$ cat config.mk
export PLATFORM = sky130hd
export DESIGN_NAME = fetch_stage
export DESIGN_NICKNAME = d
export VERILOG_FILES = /design/src/rtl/fetch_stage.sv
export SDC_FILE = /design/constraint.sdc
export NUM_CORES = 1
export LEC_CHECK = 0
export CORE_ASPECT_RATIO = 1.75
export CORE_MARGIN = 2
export CORE_UTILIZATION = 56
export DETAILED_ROUTE_END_ITERATION = 8
export PLACE_DENSITY = 0.85
export SYNTH_ARGS = -nofsm -noshare
export SYNTH_HDL_FRONTEND = slang
export SYNTH_SLANG_ARGS = --single-unit
export TNS_END_PERCENT = 10
$ cat constraint.sdc
create_clock -name clk -period 5.14 [get_ports clk]
set_input_delay 0.771 -clock clk [delete_from_list [all_inputs] [get_ports clk]]
set_output_delay 0.771 -clock clk [all_outputs]
set_load 0.05 [all_outputs]
$ cat src/rtl/fetch_stage.sv
// Instruction fetch stage: issues 16-bit instruction-memory reads, buffers one
// word while decode is stalled, and flushes cleanly on a taken-branch redirect.
module fetch_stage #(
  parameter logic [15:0] RESET_PC = 16'h0000
) (
  input  logic        clk,
  input  logic        reset_n,
  output logic        imem_read,
  output logic [15:0] imem_address,
  input  logic [15:0] imem_rdata,
  input  logic        imem_resp,
  input  logic        stall,
  input  logic        redirect,
  input  logic [15:0] redirect_pc,
  output logic        if_valid,
  output logic [15:0] if_ir,
  output logic [15:0] if_pc,
  output logic [3:0]  opcode,
  output logic        bit11,
  output logic        bit5,
  output logic        bit4,
  output logic [1:0]  state_dbg
);

  // Handshakes: a memory request is imem_read=1 with imem_address, held stable
  // until the single cycle carrying imem_resp=1, which completes it. An
  // instruction passes to decode on any rising edge with if_valid=1, stall=0.
  typedef enum logic [1:0] {
    FETCH     = 2'd0,
    WAIT_SLOT = 2'd1,
    FLUSH     = 2'd2
  } state_t;

  state_t      state_q, state_d;
  logic [15:0] pc_q, pc_d;
  logic [15:0] req_addr_q, req_addr_d;
  logic [15:0] hold_ir_q, hold_ir_d;
  logic [15:0] hold_pc_q, hold_pc_d;
  logic [15:0] if_ir_q, if_ir_d;
  logic [15:0] if_pc_q, if_pc_d;
  logic        if_valid_q, if_valid_d;
  logic        read_q, read_d;
  logic        consumable;
  logic [15:0] next_addr;

  assign next_addr  = req_addr_q + 16'd2;
  assign consumable = !stall || !if_valid_q;

  always_comb begin
    state_d    = state_q;
    pc_d       = pc_q;
    req_addr_d = req_addr_q;
    hold_ir_d  = hold_ir_q;
    hold_pc_d  = hold_pc_q;
    if_ir_d    = if_ir_q;
    if_pc_d    = if_pc_q;
    // A consumed instruction is never replayed.
    if_valid_d = if_valid_q && stall;
    read_d     = read_q;

    if (redirect) begin
      pc_d       = redirect_pc;
      if_valid_d = 1'b0;
      if_ir_d    = 16'h0000;
      hold_ir_d  = 16'h0000;
      hold_pc_d  = 16'h0000;
      // read_q is only ever set in FETCH or FLUSH, so this is an outstanding read.
      if (read_q && !imem_resp) begin
        state_d = FLUSH;
      end else begin
        state_d    = FETCH;
        read_d     = 1'b1;
        req_addr_d = redirect_pc;
      end
    end else begin
      case (state_q)
        FETCH: begin
          if (!read_q) begin
            read_d     = 1'b1;
            req_addr_d = pc_q;
          end else if (imem_resp) begin
            pc_d = next_addr;
            if (consumable) begin
              if_ir_d    = imem_rdata;
              if_pc_d    = next_addr;
              if_valid_d = 1'b1;
              req_addr_d = next_addr;
            end else begin
              hold_ir_d = imem_rdata;
              hold_pc_d = next_addr;
              read_d    = 1'b0;
              state_d   = WAIT_SLOT;
            end
          end
        end
        WAIT_SLOT: begin
          if (!stall) begin
            if_ir_d    = hold_ir_q;
            if_pc_d    = hold_pc_q;
            if_valid_d = 1'b1;
            read_d     = 1'b1;
            req_addr_d = pc_q;
            state_d    = FETCH;
          end
        end
        FLUSH: begin
          if (imem_resp) begin
            read_d     = 1'b1;
            req_addr_d = pc_q;
            state_d    = FETCH;
          end
        end
        default: begin
          state_d = FETCH;
          read_d  = 1'b0;
        end
      endcase
    end
  end

  always_ff @(posedge clk or negedge reset_n) begin
    if (!reset_n) begin
      state_q    <= FETCH;
      pc_q       <= RESET_PC;
      req_addr_q <= RESET_PC;
      hold_ir_q  <= 16'h0000;
      hold_pc_q  <= 16'h0000;
      if_ir_q    <= 16'h0000;
      if_pc_q    <= 16'h0000;
      if_valid_q <= 1'b0;
      read_q     <= 1'b0;
    end else begin
      state_q    <= state_d;
      pc_q       <= pc_d;
      req_addr_q <= req_addr_d;
      hold_ir_q  <= hold_ir_d;
      hold_pc_q  <= hold_pc_d;
      if_ir_q    <= if_ir_d;
      if_pc_q    <= if_pc_d;
      if_valid_q <= if_valid_d;
      read_q     <= read_d;
    end
  end

  assign imem_read    = read_q;
  assign imem_address = req_addr_q;
  assign if_valid     = if_valid_q;
  assign if_ir        = if_ir_q;
  assign if_pc        = if_pc_q;
  assign opcode       = if_ir_q[15:12];
  assign bit11        = if_ir_q[11];
  assign bit5         = if_ir_q[5];
  assign bit4         = if_ir_q[4];
  assign state_dbg    = state_q;

endmodule
Word-level counts from Yosys, hierarchy flattened
Index checks and enable logic that the tools add are counted.

word-level totals
  flip-flop bits (word level) = 100
  bits in latches = 0
  bits in writable memories = 0
  bits in read-only memories = 0
  input bits = 37
  output and inout port bits = 59
  memories kept = 0

operators by class
  $add $sub $neg = 1
  $mul = 0
  div/mod/pow operators = 0
  $lt $le $gt $ge = 0
  equal/unequal tests = 16
  shift operators = 0
  mux-type cells = 53
  bitwise gates (word level) = 1
  reductions and logical operators = 20

operators by type and width
  operator               count
  $mux 16                28
  $pmux 16 s2            2
  $pmux 16 s3            1
  $ne 3x3->1 const B     6
  $add 16x2->16 const B  1
  $mux 2                 7
  $mux 1                 12
  $ne 2x2->1 const B     6
  $reduce_and 6->1       2
  $reduce_and 5->1       2
  $ne 4x4->1 const B     2
  $reduce_bool 2->1      4
  $pmux 2 s3             1
  $reduce_and 3->1       2
  $reduce_and 4->1       1
  $reduce_bool 4->1      1
  $logic_not 1->1        3
  $pmux 1 s3             1
  $reduce_bool 3->1      1
  $eq 2x1->1 const B     1
  $eq 2x2->1 const B     1
  $logic_and 1x1->1      2
  $logic_not 2->1        1
  $pmux 1 s2             1
  other kinds (2)        2

Depth between registers and ports, before layout
Gate-level depths: netlist (run 1).

  word-level depth = 7
  mapped depth = 9
  gate-level depth less buffers = 7

Worst setup path after synthesis (run 1)
OpenSTA, ideal clock, no wires.

  path type = reg2reg
  start point = register state_q[1], in the netlist state_dbg[1]
  end point = register req_addr_q[12], in the netlist imem_address[12]
  arrival time = 2173 ps
  slack = 2835 ps
  stages on the path, launching flop included = 9
  path buffers = 1
  clock period less this slack = 2305 ps
  path through = dfrtp_1 -> inv_1 -> ha_1 -> buf_2 -> nand2_1 -> o21ai_2 -> or4b_1 -> o221ai_1 -> nor2_1

between the ends
  cells in the longest elaborated chain, start to end = 3

RTL lines
  element                                                       RTL line  text
  start: declaration                                            34        state_t state_q, state_d;
  start signal: assignment                                      133       state_q <= state_d;
  $eq 2x1->1, or another cell as far along                      76        case (state_q)
  $ne 3x3->1 (no line), or another cell as far along            -
  $reduce_and 6->1 (no line) / $mux 16 (equally long branches)  -
  end signal: assignment                                        135       req_addr_q <= req_addr_d;
  end: declaration                                              36        logic [15:0] req_addr_q, req_addr_d;

Several ways; a longest one is shown, not always the timed one.
A chain may end at the register's enable or synchronous reset.

Final worst setup path (run 1)
  start point = input port imem_resp
  end point = register if_pc_q[1], in the netlist if_pc[1]

between the ends
  cells in the longest elaborated chain, start to end = 2

RTL lines
  element                     RTL line  text
  start: declaration          11        input logic imem_resp,
  $ne 2x2->1 (no line)        -
  $reduce_and 6->1 (no line)  -
  end signal: assignment      139       if_pc_q <= if_pc_d;
  end: declaration            40        logic [15:0] if_pc_q, if_pc_d;

No other way between the ends.

==> results of run 1 <==
[cell families (layout without fill, tap and decap cells)]
group / count (synthesis) / in the layout / synth area share
flip-flops: 100 / 100 / 0.498
adder cells (fa/ha/maj): 5 / 5 / 0.0125
AO/OA/AOI/OAI: 130 / 130 / 0.160
multiplexers: 40 / 40 / 0.0802
AND/OR/NAND/NOR: 205 / 205 / 0.177
XOR/XNOR: 13 / 13 / 0.0227
buffers and inverters: 51 / 124 / 0.0496
[flip-flops by register name (all words and copies together), names as in the netlist]
name          cells
imem_read         1
hold_ir_q        16
pc_q             16
hold_pc_q        16
imem_address     16
if_pc            16
if_valid          1
state_dbg         2
if_ir            16
[worst paths after layout]
check / start / end / slack, ps / cells after the start
max: imem_resp / if_pc[1] / 2220 / 8
min: reset_n / if_ir[11] / 500 / 1
max reg2reg: state_dbg[1] / imem_address[2] / 2270 / 6
min reg2reg: if_pc[9] / if_pc[9] / 500 / 2
max in group asynchronous: reset_n / pc_q[11] / 3640 / 2
min in group clk: if_pc[9] / if_pc[9] / 500 / 2
[power by group through the flow]
stage	combinational, mW	clock [mW]	sequential, mW
6_report	1.47	0.724	1.14
5_1_grt	1.57	0.762	1.15
4_1_cts	1.47	0.726	1.13
3_5_place_dp	1.46	0	1.14
3_3_place_gp	1.42	0	1.13
2_1_floorplan	0.551	0	1.56
[cells in the final DEF (no fill, tap or decap), drive strengths merged, types with 5 or more instances in the layout]
cell and count:
dfrtp 100, nand2 94, clkdlybuf4s50 93, nor2 70, o21ai 43, mux2i 38
a21oi 32, a211oi 21, clkbuf 12, a31oi 10, xnor2 10, buf 10
nand3 8, nor3 7, nand4 6, o22ai 6, inv 5, nand2b 5
and4 5, ha 5
[routing by layer]
| metal | wire (um) | vias up |
|---|---|---|
| li1 | - | 2021 |
| met1 | 4700 | 2132 |
| met2 | 6690 | 170 |
| met3 | 671 | 36 |
| met4 | 426 | 0 |
| met5 | 0 | - |
[final cells by class]
type	instances	area [um2]
Multi-Input combinational cell	393	2280
Timing Repair Buffer	103	1000
Clock buffer	12	246
Sequential cell	100	2500
Fill cell	656	2400
Tap cell	117	146
Clock inverter	4	72.6
Inverter	5	18.8
[metrics by stage]
stage | hold WS (ps) | std cells | area, um2
after floorplan | 475 | 544 | 5020
after global placement | 480 | 718 | 5950
after detailed placement | 491 | 718 | 5950
after CTS | 504 | 734 | 6270
after global routing | 514 | 734 | 6270
final | 498 | 734 | 6270
[critical path, cell delays in order]
cell	delay [ps]
clkdlybuf4s50_1	570
and3_1	750
o2bb2ai_2	180
buf_4	320
nand2_1	100
buf_4	260
nand2_1	90
o21ai_0	80
==> key figures, run 1 <==
Clock network
  • Clk slew on worst S/H paths: about 70 ps
  • Clock sinks: 100
  • Post-CTS Setup Inserts: 0
  • CTS Buffer Depth: 2
  • # hold bufs at CTS: 0
  • CTS resizes: 0
  • CTS tree: yes
  • Root buf cell: clkbuf_16
  • CTS Buf Count: 9
  • Clk Latency, worst-skew pair: approximately 340 ps
  • H-Tree Depth: 3

Job
  • Max_cap viols: 0

Detailed routing
  • Starting DRT DRC Count: around 360
  • DR vias/cell: 5.94
  • First-pass DRT Iterations: 5
  • Via count: around 4.4k
  • DRT Wirelength: 12.5 mm
  • Final ANT Viol Nets: 0
  • DR WL/cell: ~17 um
  • DRC: 0

Run status
  • Result of the run: finished, final reports clean

Logic synthesis
  • Post-synth top cells: dfrtp_1, nand2_1, nor2_1
  • Yosys Warn Count: 0
  • Sequential element share of the synthesized area: 0.498
  • Synth cell types: 51
  • FF+latch count, synth: 100
  • Post-synth top area cell: dfrtp_1
  • Most numerous cell in the Yosys netlist: dfrtp_1
  • Syn nets: between 500 and 600
  • Main flop type after synthesis: dfrtp_1
  • Syn_area_per_cell: approximately 9 um2
  • Post-synth EDFFs: 0
  • Ranking of synthesized cells by area: dfrtp_1, mux2i_1, nand2_1, nor2_1, a211oi_1
  • Synth top area share: 0.498
  • Mapped Area: 5020 um2
  • Async SR Flop Fraction: 1.00
  • Cells after Synth: about 540

Timing
  • Worst Skew: roughly 6.3 ps
  • Fmax: between 300 and 400 MHz
  • Final Max Tran Viols: 0
  • Min Tclk post-route: 2920 ps
  • Setup TNS: 0 ps
  • RSZ-0062 raised after global routing: false
  • Final worst path period share: 0.567
  • Setup slack after layout: between 2000 and 2500 ps
  • Worst Tran Pin Value: 1080 ps
  • Relative slew slack: 0.283
  • Final setup violating endpoints: 0
  • Final hold violation count: 0

Final layout
  • ANT cells: 0
  • Share of layout cells above drive strength 1: 0.0632
  • Layout area overhead: 24.8%
  • Post-layout util: 0.723
  • Layout net count: between 600 and 700

Global routing
  • Total Routing Usage GR: 0.279
  • Initial antenna violation count: 0
  • Layer with the highest usage: met2
  • First-pass GRT wire length: 21.0 mm
  • Vias in the first global route: approximately 4.4k
  • Met1 usage: 0.344
  • GR Util met3: 0.0474
  • GR Layer Usage met2: 0.460
  • GRT overflow: 0
  • Largest net degree at the start of global routing: 63

Die
  • Core area: approximately 8700 um2
  • Site Rows: 45
  • Die width: ~76 um
  • Die height: about 130 um
  • IO Count: 96
  • Initial Util: 0.579
  • Die Area: roughly 10000 um2

Critical path
  • Worst setup SP type: input pin
  • Crit Path Class: in -> reg
  • Crit Path Max Fanout: 33
  • WP data required: around 5400 ps
  • Critical path arrival: roughly 3100 ps
  • Critical Path End Type: register

Power and ir drop
  • Fraction of power spent switching nets: 0.433
  • Switching Power: approximately 1.4 mW
  • Clk pwr share: 0.218
  • Part of the power in registers: 0.341
  • Leak pwr: ~2.5 nW
  • Cell Int Power: between 1.5 and 2 mW
  • Logic gate share of total power: 0.441
  • PwrDens: approximately 530 nW/um2
  • Power Total: 3.33 mW
  • Worst VDD drop: ~0.50 mV

Placement
  • Pre-CTS WS: 1900 ps
  • IO Port Bufs: 95
  • GPL Wtd Cong: a little over 0.9
  • Hpwl dp: between 8 and 9 mm

Hold path
  • Hold Path Class: in -> async
Power figures use the tool's default switching activity.
==> run 2, diff against run 1 <==
CORE_UTILIZATION = 47   (was 56)
PLACE_DENSITY = 0.76   (was 0.85)
clock period = 2.6 ns   (was 5.14 ns; I/O delays follow)
==> key figures, run 2 (synthesis results as in run 1) <==
Global routing
  • Initial antenna violation count: 0 (unchanged)
  • Layer with the highest usage: met2
  • Total Routing Usage GR: 0.229 (-0.0509)
  • First-pass GRT wire length: 20.4 mm (-2.7%)
  • GRT overflow: 0 (unchanged)
  • GR Layer Usage met2: 0.388 (-0.0727)
  • Largest net degree at the start of global routing: 81 (+29%)
  • Vias in the first global route: 4,266 (-3.7%)
  • GR Util met3: 0.0339 (-0.0135)
  • Met1 usage: 0.278 (-0.0656)

Detailed routing
  • DR WL/cell: 16.5 um (-3.0%)
  • DR vias/cell: 5.60 (-5.7%)
  • DRC: 0 (unchanged)
  • Final ANT Viol Nets: 0 (unchanged)
  • DRT Wirelength: 12.6 mm (+0.78%)
  • Via count: 4,272 (-2.0%)
  • Starting DRT DRC Count: 255 (-30%)
  • First-pass DRT Iterations: 4 (-1)

Power and ir drop
  • Logic gate share of total power: 0.457 (+0.016)
  • Switching Power: 2.85 mW (+98%)
  • Part of the power in registers: 0.336 (-0.005)
  • Cell Int Power: 3.67 mW (+95%)
  • Clk pwr share: 0.207 (-0.011)
  • Fraction of power spent switching nets: 0.437 (+0.00371)
  • Worst VDD drop: 0.546 mV (+9.4%)
  • Leak pwr: 2.62 nW (+3.3%)
  • PwrDens: 1020 nW/um2 (+91%)

Final layout
  • Share of layout cells above drive strength 1: 0.0885 (+0.0253)
  • Leading cell type in the layout, fill and taps excluded: dfrtp_1
  • Commonest non-fill, non-tap cells in the layout: dfrtp_1, nand2_1, clkdlybuf4s50_1
  • Layout area overhead: 27.8%
  • Layout net count: 670 (+2.4%)
  • Cell Count, Final, Fillers Out: 763 (+4.0%)
  • ANT cells: 0 (unchanged)

Clock network
  • CTS tree: yes
  • Clk slew on worst S/H paths: 70 ps (about the same)
  • Root buf cell: clkbuf_16
  • CTS resizes: 0 (unchanged)
  • H-Tree Depth: 3 (unchanged)
  • CTS Buffer Depth: 2 (unchanged)
  • CTS Buf Count: 9 (unchanged)
  • Clk Latency, worst-skew pair: 340 ps (about the same)
  • Clock sinks: 100 (unchanged)
  • # hold bufs at CTS: 0 (unchanged)
  • Post-CTS Setup Inserts: 0 (unchanged)

Die
  • Die height: 141 um (+8.9%)
  • Core area: 10,600 um2 (+22%)
  • Site Rows: 50 (+11%)
  • Initial Util: 0.475 (-0.104)
  • IO Count: 96 (unchanged)
  • Die Area: 11,600 um2 (+18%)
  • Die width: 82.1 um (+8.7%)

Placement
  • Placed insts: 747 (+4.0%)
  • Hpwl dp: 8.86 mm (+3.2%)
  • IO Port Bufs: 95 (unchanged)
  • GPL Wtd Cong: 0.859 (-6.2%)

Timing
  • Minimum hold slack: 120 ps (-378 ps)
  • Relative slew slack: 0.488 (+0.205)
  • Min Tclk post-route: about 2300 ps
  • Worst Skew: 4.26 ps (-2.03 ps)
  • RSZ-0062 raised after global routing: false
  • Final worst path period share: 0.892
  • Worst Tran Pin Value: 767 ps (-308 ps)
  • Fmax: ~430 MHz
  • Final hold violation count: 0 (unchanged)
  • Final setup violating endpoints: 0 (unchanged)
  • Final Max Tran Viols: 0 (unchanged)

Critical path
  • WP data required: 2820 ps (-2540 ps)
  • Setup crit start: state_dbg[0]
  • End of the critical path: imem_address[12]
  • Crit Path Max Fanout: 16 (-52%)
  • Worst r2r path cells: 8 (+2)
  • Critical Path End Type: register
  • Crit Path Class: reg -> reg
  • Worst r2r src: state_dbg[0]
  • Reg2reg setup slack: 280 ps (-1990 ps)
  • Critical path arrival: 2540 ps (-590 ps)
  • Worst setup SP type: register
  • FF-to-FF End: imem_address[12]

Run status
  • Result of the run: finished, final reports clean

Hold path
  • Hold Path Class: in -> async

Job
  • Max_cap viols: 0 (unchanged)
run 2: per-layer routing:
metal  share of wire  routed length, um
met2            0.52               6550
met1            0.40               5080
met5               0                  0
met4           0.030                383
met3           0.045                566
run 2: metrics by stage:
stage / util / setup slack (ps) / power [mW] / setup TNS, ps / instance area [um2]
CTS: 0.606 / 90.9 / 6.55 / 0 / 6410
global placement: 0.578 / -84.5 / 5.12 / -210 / 6110
floorplan: - / 295 / 4.17 / 0 / 5020
detailed placement: 0.578 / -103 / 5.20 / -301 / 6110
finish: 0.607 / 281 / 6.53 / 0 / 6420
global route: 0.607 / 71.7 / 6.87 / 0 / 6420
run 2: worst min path at each step:
stage	start	end	slack [ps]	cells past startpoint
2_1_floorplan	reset_n	hold_ir_q[0]	90	0
3_3_place_gp	if_pc[12]	if_pc[12]	470	2
3_5_place_dp	if_pc[15]	if_pc[15]	480	2
4_1_cts	reset_n	if_ir[11]	140	1
5_1_grt	reset_n	hold_ir_q[11]	160	1
6_report	reset_n	hold_ir_q[11]	120	1
run 2: critical path: stages (launching register included):
cell      delay (ps)
dfrtp_1          420
inv_1             80
ha_1             320
nor2b_1           60
buf_4            200
nor2_2           280
or4b_1           540
o221ai_1         210
nor2_1            70
run 2: layout make-up:
class,count,area (um2)
Sequential cell,100,2500
Clock buffer,10,229
Multi-Input combinational cell,393,2280
Timing Repair Buffer,119,1150
Inverter,5,18.8
Clock inverter,6,70.1
Tap cell,130,163
Fill cell,888,4160
run 2: power groups by stage:
stage	logic (mW)	registers, mW	clock network, mW
CTS	2.99	2.19	1.37
global route	3.18	2.24	1.44
finish	2.98	2.19	1.35
floorplan	1.09	3.08	0
detailed placement	2.98	2.22	0
global placement	2.92	2.21	0
